<file path="config.mk">
export PLATFORM = sky130hd
export DESIGN_NAME = rwc_irq_bank
export DESIGN_NICKNAME = d
export VERILOG_FILES = /design/src/rtl/rwc_irq_bank.sv
export SDC_FILE = /design/constraint.sdc
export NUM_CORES = 1
export LEC_CHECK = 0
export BUFFER_PORTS_ARGS = -buffer_cell sky130_fd_sc_hd__buf_4
export CAP_MARGIN = 20
export CELL_PAD_IN_SITES_DETAIL_PLACEMENT = 2
export CELL_PAD_IN_SITES_GLOBAL_PLACEMENT = 2
export CORE_ASPECT_RATIO = 0.75
export CORE_UTILIZATION = 37
export DETAILED_ROUTE_END_ITERATION = 8
export GPL_ROUTABILITY_DRIVEN = 0
export PLACE_DENSITY = 0.93
export SLEW_MARGIN = 5
export SYNTH_ARGS = -nofsm -noshare
export SYNTH_HDL_FRONTEND = slang
export SYNTH_SLANG_ARGS = --single-unit
</file>
<file path="constraint.sdc">
create_clock -name i_clk -period 2.8 [get_ports i_clk]
set_input_delay 0.28 -clock i_clk [delete_from_list [all_inputs] [get_ports i_clk]]
set_output_delay 0.28 -clock i_clk [all_outputs]
set_load 0.03 [all_outputs]
</file>
<file path="src/rtl/rwc_irq_bank.sv">
// ----------------------------------------------------------------------------
// rwc_irq_bank
//
// Bank of NCH sticky status registers, each paired with a mask register,
// feeding per-channel and global interrupt lines.
//
// Event logic sets status bits. The CPU clears them by writing 1s to the
// status register (write-1-to-clear). When CLR_ON_RD is set, a status read
// also clears the bits it returned. A logic set always beats a clear in the
// same cycle. Writes never set a status bit.
//
// Address map (AW-bit arithmetic, wraps naturally):
//   BASE_ADDR + 2k     : STAT[k]  (R / W1C)
//   BASE_ADDR + 2k + 1 : MASK[k]  (RW, 1 = masked)
//   anything else      : writes ignored, reads return 0
//
// CPU bus handshake: there is no back-pressure. A write is accepted in every
// cycle i_wen is high. A read is accepted in every cycle i_ren is high; in the
// following cycle o_rvld pulses high for exactly one cycle and o_rdata holds
// the register value as it was in the request cycle. When no read returns,
// o_rdata is 0. A read and a write to the same address in the same cycle
// return the pre-write value.
//
// Ports:
//   i_clk, i_rst_n   clock, asynchronous active-low reset
//   i_wen, i_ren     CPU write / read strobes
//   i_addr, i_wdata  CPU address and write data
//   o_rdata, o_rvld  registered read data and its one-cycle valid pulse
//   i_evt            event inputs, channel k in bits [k*DW +: DW]
//   o_stat           status register contents, same packing as i_evt
//   o_irq_ch         registered per-channel interrupt
//   o_irq            registered OR of the per-channel interrupts
// ----------------------------------------------------------------------------
module rwc_irq_bank #(
    parameter int            DW        = 8,
    parameter int            AW        = 8,
    parameter int            NCH       = 4,
    parameter logic [AW-1:0] BASE_ADDR = '0,
    parameter logic [DW-1:0] EDGE_MODE = '0,
    parameter logic          CLR_ON_RD = 1'b0,
    parameter logic [DW-1:0] MASK_RST  = '1,
    parameter logic [DW-1:0] STAT_RST  = '0
) (
    input  logic              i_clk,
    input  logic              i_rst_n,
    input  logic              i_wen,
    input  logic              i_ren,
    input  logic [AW-1:0]     i_addr,
    input  logic [DW-1:0]     i_wdata,
    output logic [DW-1:0]     o_rdata,
    output logic              o_rvld,
    input  logic [NCH*DW-1:0] i_evt,
    output logic [NCH*DW-1:0] o_stat,
    output logic [NCH-1:0]    o_irq_ch,
    output logic              o_irq
);

    // Register state, one DW-wide row per channel.
    logic [NCH-1:0][DW-1:0] stat_q;
    logic [NCH-1:0][DW-1:0] mask_q;
    logic [NCH-1:0][DW-1:0] evt_d_q;

    // Next-state values.
    logic [NCH-1:0][DW-1:0] stat_nx;
    logic [NCH-1:0][DW-1:0] mask_nx;

    // Address decode and interrupt terms.
    logic [NCH-1:0] stat_hit;
    logic [NCH-1:0] mask_hit;
    logic [NCH-1:0] irq_ch_nx;

    logic [DW-1:0]  rd_mux;

    // ------------------------------------------------------------------------
    // Per-channel datapath
    // ------------------------------------------------------------------------
    for (genvar k = 0; k < NCH; k++) begin : g_ch
        localparam logic [AW-1:0] STAT_ADDR = BASE_ADDR + AW'(2 * k);
        localparam logic [AW-1:0] MASK_ADDR = BASE_ADDR + AW'(2 * k + 1);

        logic [DW-1:0] evt;
        logic [DW-1:0] set;
        logic [DW-1:0] wr_clr;
        logic [DW-1:0] rd_clr;

        assign stat_hit[k] = (i_addr == STAT_ADDR);
        assign mask_hit[k] = (i_addr == MASK_ADDR);

        assign evt = i_evt[k*DW +: DW];

        // Edge bits are suppressed while the history flop is already high;
        // level bits ignore the history flop entirely.
        assign set = evt & ~(evt_d_q[k] & EDGE_MODE);

        assign wr_clr = (i_wen && stat_hit[k]) ? i_wdata : '0;

        // Clear-on-read removes exactly the bits that were returned, which are
        // the bits currently set.
        assign rd_clr = (CLR_ON_RD && i_ren && stat_hit[k]) ? stat_q[k] : '0;

        // Set is OR-ed in last so it overrides both clear sources.
        assign stat_nx[k] = set | (stat_q[k] & ~wr_clr & ~rd_clr);

        assign mask_nx[k] = (i_wen && mask_hit[k]) ? i_wdata : mask_q[k];

        // Interrupt follows the registered status and mask, giving one cycle
        // from status set to interrupt assertion.
        assign irq_ch_nx[k] = |(stat_q[k] & ~mask_q[k]);

        assign o_stat[k*DW +: DW] = stat_q[k];
    end

    // ------------------------------------------------------------------------
    // Read data select: addresses are distinct, so at most one term is live.
    // Unmapped addresses fall through to zero.
    // ------------------------------------------------------------------------
    always_comb begin
        rd_mux = '0;
        for (int k = 0; k < NCH; k++) begin
            if (stat_hit[k]) begin
                rd_mux = rd_mux | stat_q[k];
            end
            if (mask_hit[k]) begin
                rd_mux = rd_mux | mask_q[k];
            end
        end
    end

    // ------------------------------------------------------------------------
    // Status, mask and edge-history registers
    // ------------------------------------------------------------------------
    always_ff @(posedge i_clk or negedge i_rst_n) begin
        if (!i_rst_n) begin
            stat_q  <= {NCH{STAT_RST}};
            mask_q  <= {NCH{MASK_RST}};
            // History starts at 0 so an event already high when reset is
            // released counts as a rising edge on the first clock.
            evt_d_q <= '0;
        end else begin
            stat_q  <= stat_nx;
            mask_q  <= mask_nx;
            evt_d_q <= i_evt;
        end
    end

    // ------------------------------------------------------------------------
    // Read return path
    // ------------------------------------------------------------------------
    always_ff @(posedge i_clk or negedge i_rst_n) begin
        if (!i_rst_n) begin
            o_rvld  <= 1'b0;
            o_rdata <= '0;
        end else begin
            o_rvld  <= i_ren;
            o_rdata <= i_ren ? rd_mux : '0;
        end
    end

    // ------------------------------------------------------------------------
    // Interrupt outputs: o_irq is built from the same next value as o_irq_ch
    // so the two always change on the same edge.
    // ------------------------------------------------------------------------
    always_ff @(posedge i_clk or negedge i_rst_n) begin
        if (!i_rst_n) begin
            o_irq_ch <= '0;
            o_irq    <= 1'b0;
        end else begin
            o_irq_ch <= irq_ch_nx;
            o_irq    <= |irq_ch_nx;
        end
    end

endmodule

</file>
* After elaboration in Yosys (flattened, before gate mapping)
Cells that the tools add are included.
** Word-level totals
- Bits in registers :: 78
- Input port bits :: 52
- Word-level logic and storage cells :: 73
** Operators by class
- Eq/ne operators :: 7
- Mux-type cells :: 13
- Bitwise gates (word level) :: 27
- Reductions and logical operators :: 14
** Operator list (number)
- 2-to-1 mux 8 bit :: 13
- bitwise OR 8 bit :: 11
- AND 8 bit :: 8
- inverter 8 bit :: 8
- equality test 8 x 3 -> 1 bit (second input constant) :: 4
- OR reduction 32 bit :: 1
- OR reduction 8 bit :: 4
- equality test 8 x 2 -> 1 bit (second input constant) :: 2
- equality test 8 x 1 -> 1 bit (second input constant) :: 1
- logical AND 1 bit :: 8
- logical NOT 8 bit :: 1

* Logic depth before layout (Yosys ltp)
Gate-level depths: netlist (run 1).
- Depth after elaboration :: 17
- Depth in mapped cells :: 6

* Worst setup path before layout (run 1)
OpenSTA, ideal clock, no wires.
- Path kind :: reg-to-reg
- Start point :: reg stat_q (netlist bit o_stat[27])
- End point :: reg o_irq
- Setup time :: 139 ps
- Arrival time :: 1683 ps
- Data required time :: 2661 ps
- Slack :: 979 ps
- Cell stages (with the launch flop) :: 5
- Path buffers :: 0
- Clock period less this slack :: 1821 ps
- Path through :: dfrtp_1 inv_1 o22ai_1 or4_1 or4_1
** Between the ends
- Longest elaborated chain between the ends :: 2
** Ends and longest elaborated chain
- from (decl) :: RTL line 59 : logic [NCH-1:0][DW-1:0] stat_q;
- from (signal assigned) :: RTL line 134 : stat_q <= {NCH{STAT_RST}};
- from (signal assigned) :: RTL line 140 : stat_q <= stat_nx;
- AND 8 bit :: RTL line 108 : assign irq_ch_nx[k] = |(stat_q[k] & ~mask_q[k]);
- OR reduction 32 bit :: RTL line 169 : o_irq <= |irq_ch_nx;
- to (signal assigned) :: RTL line 169
- to (decl) :: RTL line 55 : output logic o_irq
Every way passes these cells.
A chain may end at the register's enable or synchronous reset.

* Worst setup path in the final report (run 1)
- Start point :: in i_addr[4]
- End point :: reg mask_q[14] (netlist bit)
** Between the ends
- Longest elaborated chain between the ends :: 2
** Ends and longest elaborated chain
- from (decl) :: RTL line 48 : input logic [AW-1:0] i_addr,
- equality test 8 x 2 -> 1 bit :: RTL line 87 : assign mask_hit[k] = (i_addr == MASK_ADDR);
- logical AND 1 bit :: RTL line 104 : assign mask_nx[k] = (i_wen && mask_hit[k]) ? i_wdata : mask_q[k];
- to (signal assigned) :: RTL line 135 : mask_q <= {NCH{MASK_RST}};
- to (signal assigned) :: RTL line 141 : mask_q <= mask_nx;
- to (decl) :: RTL line 60 : logic [NCH-1:0][DW-1:0] mask_q;
Every way passes these cells.

==> results of run 1 <==
[worst max-delay path, delay by kind of cell]
family | cells | cell delay (ps)
buffers and inverters | 1 | 120
multiplexers | 1 | 440
AND/OR/NAND/NOR | 3 | 1410
[report_power, final]
group	total (mW)	leakage, nW	switching [mW]	internal, mW
Clock	1.34	0.166	0.455	0.888
Combinational	0.247	1.37	0.137	0.110
Sequential	1.20	0.778	0.0260	1.17
Total	2.79	2.32	0.619	2.17
[flip-flops by register name, indices dropped and copies added, names as in the netlist]
register,flops
mask_q,32
o_stat,32
o_rdata,8
o_irq_ch,4
o_irq,1
o_rvld,1
[cell usage in the layout, fill, tap and decap left out, drive strengths merged, types with 3 or more instances in the layout]
master	count
mux2i	20
a21o	8
nand2	3
a211oi	3
or2	24
nor2	8
o21ai	5
or4	5
nand3	8
bufinv	3
mux2	33
o22ai	25
a22o	3
dfrtp	46
buf	98
nand2b	4
inv	36
dfstp	32
nor4	3
clkbuf	11
a21oi	37
nor3	3
[how the worst max path moves through the flow]
stage                           from          to  slack, ps
after global routing       i_addr[4]  mask_q[30]        770
final                      i_addr[4]  mask_q[14]        820
after CTS                 mask_q[27]       o_irq        820
after detailed placement   i_addr[4]  mask_q[28]        510
after global placement     i_addr[4]  mask_q[25]        620
after floorplan           o_stat[27]       o_irq        980
[cells by family after synthesis]
logic type / after synthesis / share of synthesized area
AO/OA/AOI/OAI: 84 / 0.130
buffers and inverters: 49 / 0.0556
flip-flops: 78 / 0.515
AND/OR/NAND/NOR: 68 / 0.123
multiplexers: 54 / 0.177
[layer usage]
| layer | GRT usage | wire length [um] | up-vias |
|---|---|---|---|
| li1 | - | - | 1375 |
| met1 | 0.365 | 6160 | 1637 |
| met2 | 0.479 | 7480 | 120 |
| met3 | 0.0694 | 868 | 20 |
| met4 | 0.0938 | 245 | 0 |
| met5 | 0 | 0 | - |
[final cells by class]
class,count,area [um2]
flip-flops and latches,78,1990
inverters,36,135
clock buffers,11,243
well taps,132,165
clock inverters,4,95.1
fillers,980,4860
multi-input cells,206,1660
repair buffers,98,736
==> metrics list, run 1 <==
- Result of the run: completed
- The critical path is of the in -> reg type.
- For this run, design rule violations remaining after detail routing come to 0.
- In this run the mean area of a mapped cell was 11.6 um2.
* Largest fanout on the critical path: 8
- Depth of the worst register-to-register path: 3
* Final setup violating endpoints: 0
- Of all cell types, the one taking the most synthesized area is sky130_fd_sc_hd__dfrtp_1.
- In this run the remaining antenna-violating nets after routing total 0.
- For the pin with the worst max-slew slack, the measured transition is 1000 ps.
- The hold violation count in the final report was 0.
- Prior to clock tree synthesis, the placed netlist has a worst setup slack of 506 ps.
* Cells along the critical path: buf_4 > or4b_4 > nor3b_4 > nand2b_1 > mux2_4
- Fraction of the cycle the final worst path needs: 0.709
- The floorplan has 31 rows.
- Across the run, the number of max-cap violations was 0.
- The net count of the finished layout is 481.
- Clock latency of the later-clocked register in the worst-skew pair: 340 ps
- Once layout is complete, the cells apart from fillers number 565.
* Power Dens Cells: 554 mW/mm2
* Total clock sinks: 78
* Startpoint of the lowest-slack register-to-register path: mask_q[27]
- The first detailed-routing pass took 4 iterations.
* Cell type of the slowest stage on the worst timing path: sky130_fd_sc_hd__or4b_4
* Share of cells above drive strength 1: 0.478
* Min Tclk post-route: 1980 ps
* Overall power of the completed layout: 2.79 mW
- Aggregate global routing overflow: 0
* Worst Hold Path EP: o_rvld
- Final total negative setup slack: 0 ps
- Total CTS buffers: 9
- The die is 90.6 um tall.
* Vias in the first global route: 3,690
- Aggregate routed wire length: 14,800 um
- The number of antenna violations at the first check in global routing was 0.
- STA classifies the critical path endpoint as a flop.
- Synthesis handed over a netlist of 333 instances.
* # hold bufs at CTS: 0
- Number of H-tree levels: 3
- Relative to the synthesized area, the layout overhead comes to 29.9%.
* Unrepaired setup endpoints after global routing: false
- Synth Register Bits: 78
- Summed over all cells, the static leakage comes to 2.32 nW.
- For this configuration, the core starts out at a cell density of 0.391.
- The number of antenna diodes in the final layout is 0.
- Top post-synthesis cells by count: sky130_fd_sc_hd__dfrtp_1, sky130_fd_sc_hd__a21oi_1, sky130_fd_sc_hd__inv_1
- Launch instance of the worst min-delay path: i_ren
* Sequential cell area fraction in the yosys report: 0.515
- During placement, the flow inserted port buffers numbering 97.
* Reg2reg setup slack: 840 ps
* TritonCTS clock tree: done
* Headroom to the max-slew limit: 0.331
- Dividing the detail-routed wire length by the instance count gives 26.1 um.
* Asr flop ratio synth: 1.00
- Startpoint types: input pin
- The first global-routing pass estimated 22,800 um of wire.
* Largest net degree at the start of global routing: 79
- Die extent in x: 120 um
- Counting instances, the worst hold path has a depth of 1.
- Highest clock rate: 0.504 GHz
* Final HPWL from detailed placement: 10,200 um
* Dpl cell area: 0.00469 mm2
* Core box area: 0.00989 mm2
- On the final layout, the worst clock skew is 4.42 ps.
- The cell area that synthesis handed to floorplanning was 0.00387 mm2.
- Total die area: 0.0109 mm2
- Yosys cell types: 38
- The worst-case IR drop observed on VDD is 344 uV.
- The worst hold path belongs to the class in -> reg.
* Buffer levels on the longest clock path: 2
- Ys Warns: 0
* Final worst setup slack: 816 ps
- In the post-synthesis netlist, the biggest area contributors are sky130_fd_sc_hd__dfrtp_1, sky130_fd_sc_hd__dfstp_2, sky130_fd_sc_hd__mux2_4, sky130_fd_sc_hd__mux2i_1, sky130_fd_sc_hd__a21oi_1.
* Total track usage: 0.287
- Resized Gates After CTS: 0
- For this block, the initial DRC count from the detailed router was 102.
* Clock-pin slew on the worst setup and hold paths: 60 ps
- Top-count cell post-synth: sky130_fd_sc_hd__dfrtp_1
- Final core occ: 0.508
- Ys flop type: sky130_fd_sc_hd__dfrtp_1
- Across all layers, the routed design uses 3,152 vias.
- Crit path arrival time: 2250 ps
* CTS Root Buffer Type: sky130_fd_sc_hd__clkbuf_16
* Number of nets in the synthesized netlist: 385
* Cell count after placement: 550
- Counting flops with a built-in enable in the synthesized netlist gives 0.
* Final hold slack: 56.9 ps
* Setup Fix Bufs, Post-CTS: 0
- The number of max-slew violations in the final report came to 0.
- Fraction of post-synthesis cell area in the top cell type by area: 0.297
* Detail-routed via count per cell: 5.58
- For the worst setup path, the data required time is 3070 ps.
- In this run the critical register-to-register path is captured at o_irq.
- The finished cells cover 0.00503 mm2.
* # IOs: 98
- The largest single stage delay on the critical path is 640 ps.
No activity file was read; power rests on OpenSTA's default activity.
==> run 2, diff against run 1 <==
CORE_UTILIZATION = 34   (was 37)
PLACE_DENSITY = 0.87   (was 0.93)
clock period = 2.1 ns   (was 2.8 ns; I/O delays follow)
==> run 2 against run 1 <==
  * Die area increased by 8.6%
  * Setup slack got worse by 630 ps
  * Cell area is 2.4% higher
  * Routed wire length fell by 1.4%
  * Via count rose by 2.9%
  * Sequential power is 33% higher
  * Core utilization down 4.0 points
  * Sequential share of layout area fell by 0.92 points
  * Clock skew increased by 1.4 ps
  * Critical endpoint is now o_irq
  * Highest routed layer unchanged
==> metrics list, run 2 (synthesized netlist as in run 1, its figures left out) <==
* Area of the multi-input gates: 0.00166 mm2 (unchanged)
* Fin nets: 498 (+3.5%)
* Crit path arrival time: 2130 ps (-120 ps)
- # IOs: 98 (unchanged)
- The total power density per cell area was 689 mW/mm2 (+24%).
- Number of fill cells in the layout: 1,124 (+15%)
- Detail-routed via count per cell: 5.49 (-1.7%)
* Final setup violating endpoints: 0 (unchanged)
- Total CTS buffers: 9 (unchanged)
- By instance count, the cell type seen most on the critical path is sky130_fd_sc_hd__or4_1.
- The transition time at the pin with the least slew margin came to 561 ps (-443 ps).
- Aggregate global routing overflow: 0 (unchanged)
- Largest net degree at the start of global routing: 39 (-51%)
- The count of cells along the worst hold path was 2 (+1).
- The number of antenna violations at the first check in global routing was 0 (unchanged).
* Most common library cell in the layout ignoring fill and taps: sky130_fd_sc_hd__buf_4
- The count of antenna diodes in the layout is 0 (unchanged).
- The slack of the critical path is 186 ps (-630 ps).
* CTS Root Buffer Type: sky130_fd_sc_hd__clkbuf_16
- The worst hold path belongs to the class in -> reg.
- WS Path Type: reg -> reg
- The DRC violation count after routing is 0 (unchanged).
- The worst hold slack came to 37.5 ps (-19.4 ps).
- The aggregate global-route resource usage is 0.261 (-0.0259).
- STA classifies the critical path endpoint as a flop.
* First-pass GRT wire length: 22,300 um (-1.9%)
* Starting density of the core: 0.352 (-0.0389)
- Remaining number of nets flagged by the antenna check after routing: 0 (unchanged)
* Fraction of the cycle the final worst path needs: 0.912
- Clock latency of the later-clocked register in the worst-skew pair: 340 ps (about the same)
- The leakage power came to 2.38 nW (+2.8%).
- Register Area: 0.00199 mm2 (unchanged)
* Vias after detailed routing: 3,242 (+2.9%)
- The maximum clock skew at final layout is 5.80 ps (+1.38 ps).
- Cells along the critical path: o22ai_1 > or4_1 > or4_1
* Clock-pin slew on the worst setup and hold paths: 60 ps (about the same)
* Die height: 94.4 um (+4.2%)
* Final core occ: 0.469 (-0.0396)
- The worst supply voltage drop on vdd was 370 uV (+7.6%).
- TritonCTS built the clock tree.
- The cell depth of the worst setup path came to 3 (-2).
* Total clock sinks: 78 (unchanged)
- Final total negative setup slack: 0 ps (unchanged)
* Number of violations reported at the end of detailed-routing iteration 0: 142 (+39%)
- The data required time of the worst path is 2320 ps (-750 ps).
* Max-slew violation count: 0 (unchanged)
* Depth of the worst register-to-register path: 3 (unchanged)
- Buf/Inv on CP: 0 (-1)
* Resized Gates After CTS: 0 (unchanged)
* Final HPWL from detailed placement: 10,400 um (+1.5%)
- In the layout the commonest cells are sky130_fd_sc_hd__buf_4, sky130_fd_sc_hd__dfrtp_1, sky130_fd_sc_hd__a21oi_1, sky130_fd_sc_hd__inv_1, sky130_fd_sc_hd__dfstp_2.
- Final-report hold violation count: 0 (unchanged)
- Result of the run: completed
* Total die area: 0.0118 mm2 (+8.6%)
- Die extent in x: 125 um (+4.2%)
- The detailed-routing iteration count for the pre-antenna-repair pass was 6 (+2).
- Family with the most delay on the worst path: simple AND/OR/NAND/NOR gates
* Placement Rows: 33 (+6.5%)
- The peak fanout along the critical path came to 3 (-5).
* Cell type of the slowest stage on the worst timing path: sky130_fd_sc_hd__or4_1
- Aggregate routed wire length: 14,600 um (-1.4%)
- Derived from the worst setup path, the maximum achievable clock frequency is 0.522 GHz.
- MaxCap Viol Count: 0 (unchanged)
* Share of cells above drive strength 1: 0.492 (+0.0142)
* Number of H-tree levels: 3 (unchanged)
- Setup repair after global routing left no endpoint under its margin.
- Vias in the first global route: 3,660 (-0.81%)
* Core box area: 0.0110 mm2 (+11%)
- The count of input and output buffers came to 97 (unchanged).
* Startpoint types: flop
- The peak per-stage delay on the critical path came to 580 ps (-60 ps).
- The minimum setup slack after placement was 126 ps (-381 ps).
- The routed length per placed instance is 24.6 um (-5.7%).
- Headroom to the max-slew limit: 0.626 (+0.295)
- Min Tclk post-route: 1910 ps
- Buffer levels on the longest clock path: 2 (unchanged)
- Area added between synthesis and finish: 33.0%
- Overall power of the completed layout: 3.55 mW (+27%)
## run 2: cell type report
| type | instances | area share |
|---|---|---|
| clock buffer | 13 | 0.0505 |
| sequential | 78 | 0.387 |
| clock inverter | 3 | 0.00826 |
| inverter | 36 | 0.0262 |
| multi-input combinational | 206 | 0.323 |
| tap | 140 | 0.0340 |
| timing repair buffer | 115 | 0.171 |
## run 2: where the power goes
| group | total [mW] | switching, mW | internal, mW | leakage, nW |
|---|---|---|---|---|
| Clock | 1.61 | 0.629 | 0.985 | 0.146 |
| Sequential | 1.60 | 0.0352 | 1.56 | 0.778 |
| Combinational | 0.339 | 0.182 | 0.157 | 1.46 |
## run 2: timing repair
action	4_1_cts	5_1_grt
setup buffers	0	0
hold buffers	2	0
hold endpoints to repair	18	0
## run 2: worst reg2reg max path: cells and delay by family (launching register included)
family / cells / cell delay, ps
simple gates: 2 / 1120
flops: 1 / 560
compound gates: 1 / 110
## run 2: per-stage QoR
step / instances / cell area, um2
after floorplan: 333 / 3870
after global placement: 573 / 4830
after detailed placement: 573 / 4830
after CTS: 591 / 5150
after global routing: 591 / 5150
final: 591 / 5150
## run 2: final timing paths
kind                             from    endpoint  slack [ps]
max                        mask_q[27]       o_irq         190
min                          i_evt[7]   o_stat[7]          40
max reg2reg                mask_q[27]       o_irq         190
min reg2reg                 o_stat[4]   o_stat[4]         530
max in group asynchronous     i_rst_n   mask_q[4]        1050
min in group asynchronous     i_rst_n  o_stat[12]         390
## run 2: metal layers
| metal | vias up | GRT usage | wire, um |
|---|---|---|---|
| li1 | 1408 | - | - |
| met1 | 1704 | 0.333 | 6470 |
| met2 | 108 | 0.439 | 7000 |
| met3 | 22 | 0.0635 | 799 |
| met4 | 0 | 0.0925 | 283 |
| met5 | - | 0 | 0 |
